`src/rtl/instr_fetch_ctrl.sv`:
```
// rtl/instr_fetch_ctrl.sv - fetch sequencer between the instruction ROM and the execution stage
//
// Purpose:
//   Steps the instruction ROM, waits ROM_SETTLE clocks for its outputs to
//   settle, latches instruction + operand into a valid/ready issue slot and
//   advances the ROM only after the execution stage accepts. An instruction
//   with its top bit set is the HALT encoding: it is latched but never issued,
//   and the sequencer parks in HALTED until reset.
//
// Ports:
//   clk, rst_n               clock, asynchronous active-low reset
//   start                    begin fetching (sampled only in IDLE)
//   rom_instr, rom_data      ROM instruction / operand inputs
//   rom_step                 registered one-clock ROM advance strobe
//   issue_valid/issue_ready  issue slot handshake
//   issue_instr, issue_data  latched instruction / operand
//   pc                       steps issued since reset (wraps at 8 bits)
//   busy                     sequencer active (not IDLE, not HALTED)
//   halted                   HALT fetched, sticky until reset

module instr_fetch_ctrl #(
    parameter int ROM_SETTLE = 1,
    parameter int INSTR_W    = 9,
    parameter int DATA_W     = 16
) (
    input  logic               clk,
    input  logic               rst_n,
    input  logic               start,
    input  logic [INSTR_W-1:0] rom_instr,
    input  logic [DATA_W-1:0]  rom_data,
    output logic               rom_step,
    output logic               issue_valid,
    input  logic               issue_ready,
    output logic [INSTR_W-1:0] issue_instr,
    output logic [DATA_W-1:0]  issue_data,
    output logic [7:0]         pc,
    output logic               busy,
    output logic               halted
);

    typedef enum logic [2:0] {
        S_IDLE   = 3'd0,
        S_SETTLE = 3'd1,
        S_ISSUE  = 3'd2,
        S_STEP   = 3'd3,
        S_HALTED = 3'd4
    } state_t;

    localparam logic [3:0] SETTLE_LOAD = 4'(ROM_SETTLE);

    state_t             state_q, state_d;
    logic [3:0]         cnt_q, cnt_d;
    logic [INSTR_W-1:0] issue_instr_q, issue_instr_d;
    logic [DATA_W-1:0]  issue_data_q, issue_data_d;
    logic [7:0]         pc_q, pc_d;
    logic               rom_step_q, rom_step_d;
    logic               issue_valid_q, issue_valid_d;
    logic               busy_q, busy_d;
    logic               halted_q, halted_d;

    always_comb begin
        state_d       = state_q;
        cnt_d         = cnt_q;
        issue_instr_d = issue_instr_q;
        issue_data_d  = issue_data_q;
        pc_d          = pc_q;

        unique case (state_q)
            S_IDLE: begin
                if (start) begin
                    state_d = S_SETTLE;
                    cnt_d   = SETTLE_LOAD;
                end
            end
            S_SETTLE: begin
                // Sample on the last settle clock so SETTLE spans exactly
                // ROM_SETTLE clocks; <= 1 also guards an out-of-range 0.
                if (cnt_q <= 4'd1) begin
                    issue_instr_d = rom_instr;
                    issue_data_d  = rom_data;
                    state_d       = rom_instr[INSTR_W-1] ? S_HALTED : S_ISSUE;
                end else begin
                    cnt_d = cnt_q - 4'd1;
                end
            end
            S_ISSUE: begin
                if (issue_ready) begin
                    state_d = S_STEP;
                    pc_d    = pc_q + 8'd1;
                end
            end
            S_STEP: begin
                state_d = S_SETTLE;
                cnt_d   = SETTLE_LOAD;
            end
            S_HALTED: begin
                state_d = S_HALTED;
            end
            default: begin
                state_d = S_IDLE;
            end
        endcase

        // Outputs are decoded from the next state and registered, so they
        // change on the same edge as the state and never glitch.
        rom_step_d    = (state_d == S_STEP);
        issue_valid_d = (state_d == S_ISSUE);
        halted_d      = (state_d == S_HALTED);
        busy_d        = (state_d == S_SETTLE) || (state_d == S_ISSUE) || (state_d == S_STEP);
    end

    always_ff @(posedge clk or negedge rst_n) begin
        if (!rst_n) begin
            state_q       <= S_IDLE;
            cnt_q         <= '0;
            issue_instr_q <= '0;
            issue_data_q  <= '0;
            pc_q          <= '0;
            rom_step_q    <= 1'b0;
            issue_valid_q <= 1'b0;
            busy_q        <= 1'b0;
            halted_q      <= 1'b0;
        end else begin
            state_q       <= state_d;
            cnt_q         <= cnt_d;
            issue_instr_q <= issue_instr_d;
            issue_data_q  <= issue_data_d;
            pc_q          <= pc_d;
            rom_step_q    <= rom_step_d;
            issue_valid_q <= issue_valid_d;
            busy_q        <= busy_d;
            halted_q      <= halted_d;
        end
    end

    assign rom_step    = rom_step_q;
    assign issue_valid = issue_valid_q;
    assign issue_instr = issue_instr_q;
    assign issue_data  = issue_data_q;
    assign pc          = pc_q;
    assign busy        = busy_q;
    assign halted      = halted_q;

endmodule

```
`config.mk`:
```
export PLATFORM = sky130hd
export DESIGN_NAME = instr_fetch_ctrl
export DESIGN_NICKNAME = d
export VERILOG_FILES = /design/src/rtl/instr_fetch_ctrl.sv
export SDC_FILE = /design/constraint.sdc
export NUM_CORES = 1
export LEC_CHECK = 0
export CORE_MARGIN = 4
export CORE_UTILIZATION = 30
export DETAILED_ROUTE_END_ITERATION = 8
export GPL_ROUTABILITY_DRIVEN = 0
export HOLD_SLACK_MARGIN = 0.12
export SYNTH_ARGS = -nofsm -noshare
export SYNTH_HDL_FRONTEND = slang
export SYNTH_SLANG_ARGS = --single-unit
```
`constraint.sdc`:
```
create_clock -name clk -period 4.9 [get_ports clk]
set_input_delay 0.49 -clock clk [delete_from_list [all_inputs] [get_ports clk]]
set_output_delay 0.49 -clock clk [all_outputs]
set_load 0.01 [all_outputs]
```
* Yosys cells after proc, flatten, opt, wreduce, memory -nomap -nowiden *
Cells that the tools add are included.

operators by class
  add/subtract/negate cells = 2
  $lt $le $gt $ge = 1
  equality and inequality tests = 10
  multiplexer cells = 8
  reduce and logical (&&, ||, !) cells = 7

operators with widths
  kind                                                                              count
  3-bit one-hot mux with 5 select lines                                             1
  3-bit by 2-bit equality test with 1-bit output, second input constant             4
  3-bit 2-to-1 mux                                                                  4
  4-bit one-hot mux with 3 select lines                                             1
  8-bit by 1-bit adder with 8-bit output, second input constant                     1
  4-bit 2-to-1 mux                                                                  2
  3-bit by 1-bit equality test with 1-bit output, second input constant             2
  3-bit equality test, second input constant                                        2
  4-bit by 1-bit less-or-equal comparator with 1-bit output, second input constant  1
  2-bit != test, second input constant                                              2
  2-bit AND reduction                                                               2
  4-bit by 1-bit subtractor with 4-bit output, second input constant                1
  3-bit logical NOT                                                                 1
  3-bit AND reduction                                                               1
  3-bit nonzero test                                                                1
  1-bit logical OR                                                                  2

storage, ports and cells
  flip-flop bits (word level) = 44
  output and inout port bits = 37

* Longest topological paths before layout *
  depth in word-level cells = 6
  mapped depth = 7
  mapped depth without buffers = 6

* Worst setup path after synthesis *
No wires, ideal clock.

  path kind = register to register
  from = reg cnt_q[0]
  to = reg issue_data_q[10] (netlist: issue_data[10])
  data arrival time = 1.513 ns
  setup slack = 3.263 ns
  stages on the path, launching flop included = 8
  path through = dfrtp_1 inv_1 ha_1 nor2_1 nor3_2 nand2_2 buf_6 mux2_2

on the way
  longest elaborated chain between the ends = 2

ends and longest elaborated chain
  item                                                       line  text
  start: declaration                                         52    logic [3:0] cnt_q, cnt_d;
  start signal: assignment                                   125   cnt_q <= cnt_d;
  4-bit by 1-bit less-or-equal comparator with 1-bit output  78    if (cnt_q <= 4'd1) begin
  2-bit AND reduction (no line)                              n/a
  end signal: assignment                                     127   issue_data_q <= issue_data_d;
  end: declaration                                           54    logic [DATA_W-1:0] issue_data_q, issue_data_d;

No other way between the ends.
A chain may end at the register's enable or synchronous reset.

* Worst setup path after layout *
  from = reg cnt_q[0]
  to = reg issue_data_q[1] (netlist: issue_data[1])

Same word-level chain as after synthesis.

==> results <==
- The number of max-slew violations in the final report was 0.
- The share of the yosys chip area belonging to registers is 60.7%.
- The reported max-cap violation count is 0.
- In this run, synthesis inferred 0 flip-flops with an integrated enable.
- The filler cell count in the final layout is about 550.
- The die extent in x is 85.8 um.
- STA classifies the critical path startpoint as a flop.
- The startpoint of the most critical register-to-register path is cnt_q[0].
- The number of global-route vias before repair came to 1309.
- During placement, the flow inserted port buffers numbering 65.
- At the placement stage, the worst setup path has a slack of slightly below 3000 ps.
- The layout overhead on the synthesized area is 44.1%.
- The endpoint identified for the worst register-to-register timing path is issue_data[1].
- Across the VDD grid, the largest voltage drop is roughly 0.2 mV.
- In this run the deepest clock path goes through 2 buffers.
- STA classifies the critical path endpoint as a flop.
- The number of setup violations in the final report is 0.
- Counting every instance in the synthesized netlist gives 129.
- The total number of H-tree levels is 2.
- dfrtp_1 is the most common cell in the netlist.
- The pin count of the biggest net entering global routing is 45.
- After synthesis, the cell types taking the most area are dfrtp_1 61%, mux2_2 16%, xnor2_1 2.9%, a21oi_1 2.2%, ha_1 2.1%.
- The clock latency reported for the late side of the worst-skew pair is 290 ps.
- The arrival time at the worst endpoint is 2170 ps.
- The clock root buffer is clkbuf_8.
- The number of buffers and inverters on the critical path is 1.
- The die boundary height is 85.8 um.
- The first detailed-routing pass ran for 3 iterations.
- The relative slew slack is 35.8%.
- The run finished with clean final reports.
- The post-synthesis cell type with the largest combined area is dfrtp_1.
- Counting every net in the synthesized netlist gives roughly 160.
- The top-area cell type share of the netlist area is 60.7%.
- The routed layout has 1234 vias.
- The cell area after technology mapping is 0.00181 mm2.
- The CTS tree is yes.
- In the synthesized netlist the dominant register cell turns out to be dfrtp_1.
- The setup TNS after final layout is 0 ps.
- Timing would allow up to between 500 and 600 MHz.
- At the pin with the least slew margin, the transition time is 964 ps.
- The first global-routing pass estimated 6440 um of wire.
- Dividing the detail-routed via count by the number of cells gives 4.52.
- In this run the standard cell core region covers 0.00589 mm2.
- The critical path's top delay family is simple AND/OR/NAND/NOR gates.
- STA puts the critical path data required time at 5080 ps.
- The maximum fanout along the worst path is 25.
- The count of cell types in the netlist is 33.
- For this block, the initial DRC count from the detailed router was 43.
- The cell leakage power is 1.07 nW.
- Setup repair after global routing left no endpoint under its margin.
- Counting cells, the worst reg-to-reg path comes to 6.
- In this run the register-to-register setup slack is 2910 ps.
- Clock-pin slew was measured on the worst setup and hold paths at 80 ps.
- The number of buffers created by CTS is 5.
- The net count of the finished layout is 229.
- Post-CTS repair changed the size of 0 cells.
- The number of synthesized register bits is 44.
- The worst-case clock skew is 3.48 ps.
- For the finished layout, the period the worst path requires is 1990 ps.
- The top-level I/O count is 66.
- The number of nets with antenna violations after detailed routing is 0.
- The die covers 0.00736 mm2.
- The final wirelength is 3880 um.
- The hold violation count in the final report was 0.
- The overall track demand over capacity in global routing is 11.3%.
- Row generation in the floorplan step produced 28 rows.
- For this configuration, the core starts out at a cell density of a little under a third.
- The remaining global-route overflow is 0.
- The worst setup slack after layout is 2910 ps.
- The critical path start-end classification is flop to flop.
- By count the netlist is led by 44 x dfrtp_1, 26 x mux2_2, 8 x a21oi_1.
- The path class of the tightest hold or removal check is input port to asynchronous set/reset pin.
- In the synthesized netlist the async set-or-reset flop fraction comes to 100%.
- The number of antenna violations at the first check in global routing is 0.
- For this design, the sink count on the clock tree is 44.
- The maximum single-stage delay on the critical path is 460 ps.
- The average wire length per cell after detail routing is 14.2 um.
- The number of setup buffers added after CTS is 0.
- The post-detailed-route DRC marker count is 0.
- Dividing total power by cell area gives a power density of between 500 and 600 mW/mm2.
- The half-perimeter wire length after detailed placement is 2870 um.
- The critical path goes through inv_1 > ha_1 > nor2_1 > nor3_2 > nand2_2 > mux2_2.
- The share of the clock period used by the worst path after layout is 40.7%.
- Hold repair after CTS inserted 0 buffers.
- The total number of yosys warnings is 0.
- A synthesized cell averages 14.1 um2.
- Cells with a size suffix above 1 make up 20.2% of the layout.
- The slowest cell on the critical path is nand2_2.
- The number of inserted diodes is 0.
==> power breakdown <==
part	total [W]	internal (W)	switching, W	leakage, nW
clock	0.000239	0.000115	0.000124	0.0445
sequential	0.000604	0.000510	0.0000933	0.540
combinational	0.000688	0.000426	0.000262	0.484
total	0.00153	0.00105	0.000479	1.07
==> sequential cells by signal, summed over array words and instances, names as in the netlist <==
register and cells:
issue_instr 9, busy 1, halted 1, rom_step 1, pc 8, issue_valid 1
state_q 3, issue_data 16, cnt_q 4
==> metal layers <==
metal | wire [um] | track usage (%)
met1 | 1870 | 14.9
met2 | 1650 | 17.4
met3 | 300 | 3.36
met4 | 62 | 4.32
met5 | 0 | 0
==> layout make-up <==
class | instances | area [um2] | area share (%)
Sequential cell | 44 | 1100 | 42.1
Clock inverter | 1 | 7.51 | 0.287
Clock buffer | 7 | 86.3 | 3.30
Multi-Input combinational cell | 79 | 673 | 25.7
Timing Repair Buffer | 65 | 646 | 24.7
Tap cell | 75 | 93.8 | 3.59
Inverter | 2 | 7.51 | 0.287
==> per-stage QoR <==
step                utilization (%)  cell area, um2  hold WS, ps  cells  power [W]
detailed placement             42.8            2520          476    265    0.00132
global placement               42.8            2520          466    265    0.00130
global route                   44.4            2620          422    273    0.00163
finish                         44.4            2620          347    273    0.00153
floorplan                         -            1810          194    129   0.000967
CTS                            44.4            2620          387    273    0.00156
==> layout by cell type (no fill, tap or decap) <==
cell type        netlist  final
a21oi_1                8      8
a311oi_1               1      1
and3_1                 1      1
and4_1                 1      1
and4bb_2               1      1
buf_2                  1      1
clkbuf_1               0      1
clkbuf_8               0      6
clkdlybuf4s50_1        0     64
clkinvlp_4             0      1
dfrtp_1               44     44
ha_1                   3      3
inv_1                  2      2
mux2_2                26     26
nand2_1                5      5
nand2_2                1      1
nand2b_1               2      2
nand3_1                2      2
nand3b_1               1      1
nand4_1                2      2
nand4b_1               2      2
nor2_1                 3      3
nor2b_1                1      1
nor3_1                 1      1
nor3_2                 1      1
nor3b_4                1      1
o21ai_0                1      1
o2bb2ai_1              1      1
o31a_1                 1      1
o31ai_2                1      1
or2_2                  1      1
or3_1                  3      3
or3b_1                 1      1
xnor2_1                6      6
xor2_1                 1      1
==> worst register-to-register path, delay by kind of cell, from the launching register on <==
family	cells	cell delay [ps]
buf+inv	1	80
fa+ha+maj	1	230
flops	1	360
simple gates	3	800
mux	1	420
==> worst max path at each step <==
stage	start	endpoint	slack, ps	cells after the start
after floorplan	cnt_q[0]	issue_data[10]	3260	7
after global placement	start	cnt_q[1]	2860	5
after detailed placement	cnt_q[0]	issue_data[1]	2900	6
after CTS	cnt_q[0]	issue_data[1]	2890	6
after global routing	cnt_q[0]	issue_data[6]	2770	6
final	cnt_q[0]	issue_data[1]	2910	6
==> logic make-up after synthesis <==
| logic type | synth area share (%) |
|---|---|
| compound gates | 4.62 |
| xor+xnor | 3.38 |
| fa+ha+maj | 2.07 |
| buf+inv | 2.21 |
| flops | 60.7 |
| mux | 16.1 |
| simple gates | 10.9 |
(Power assumes the default switching activity.)
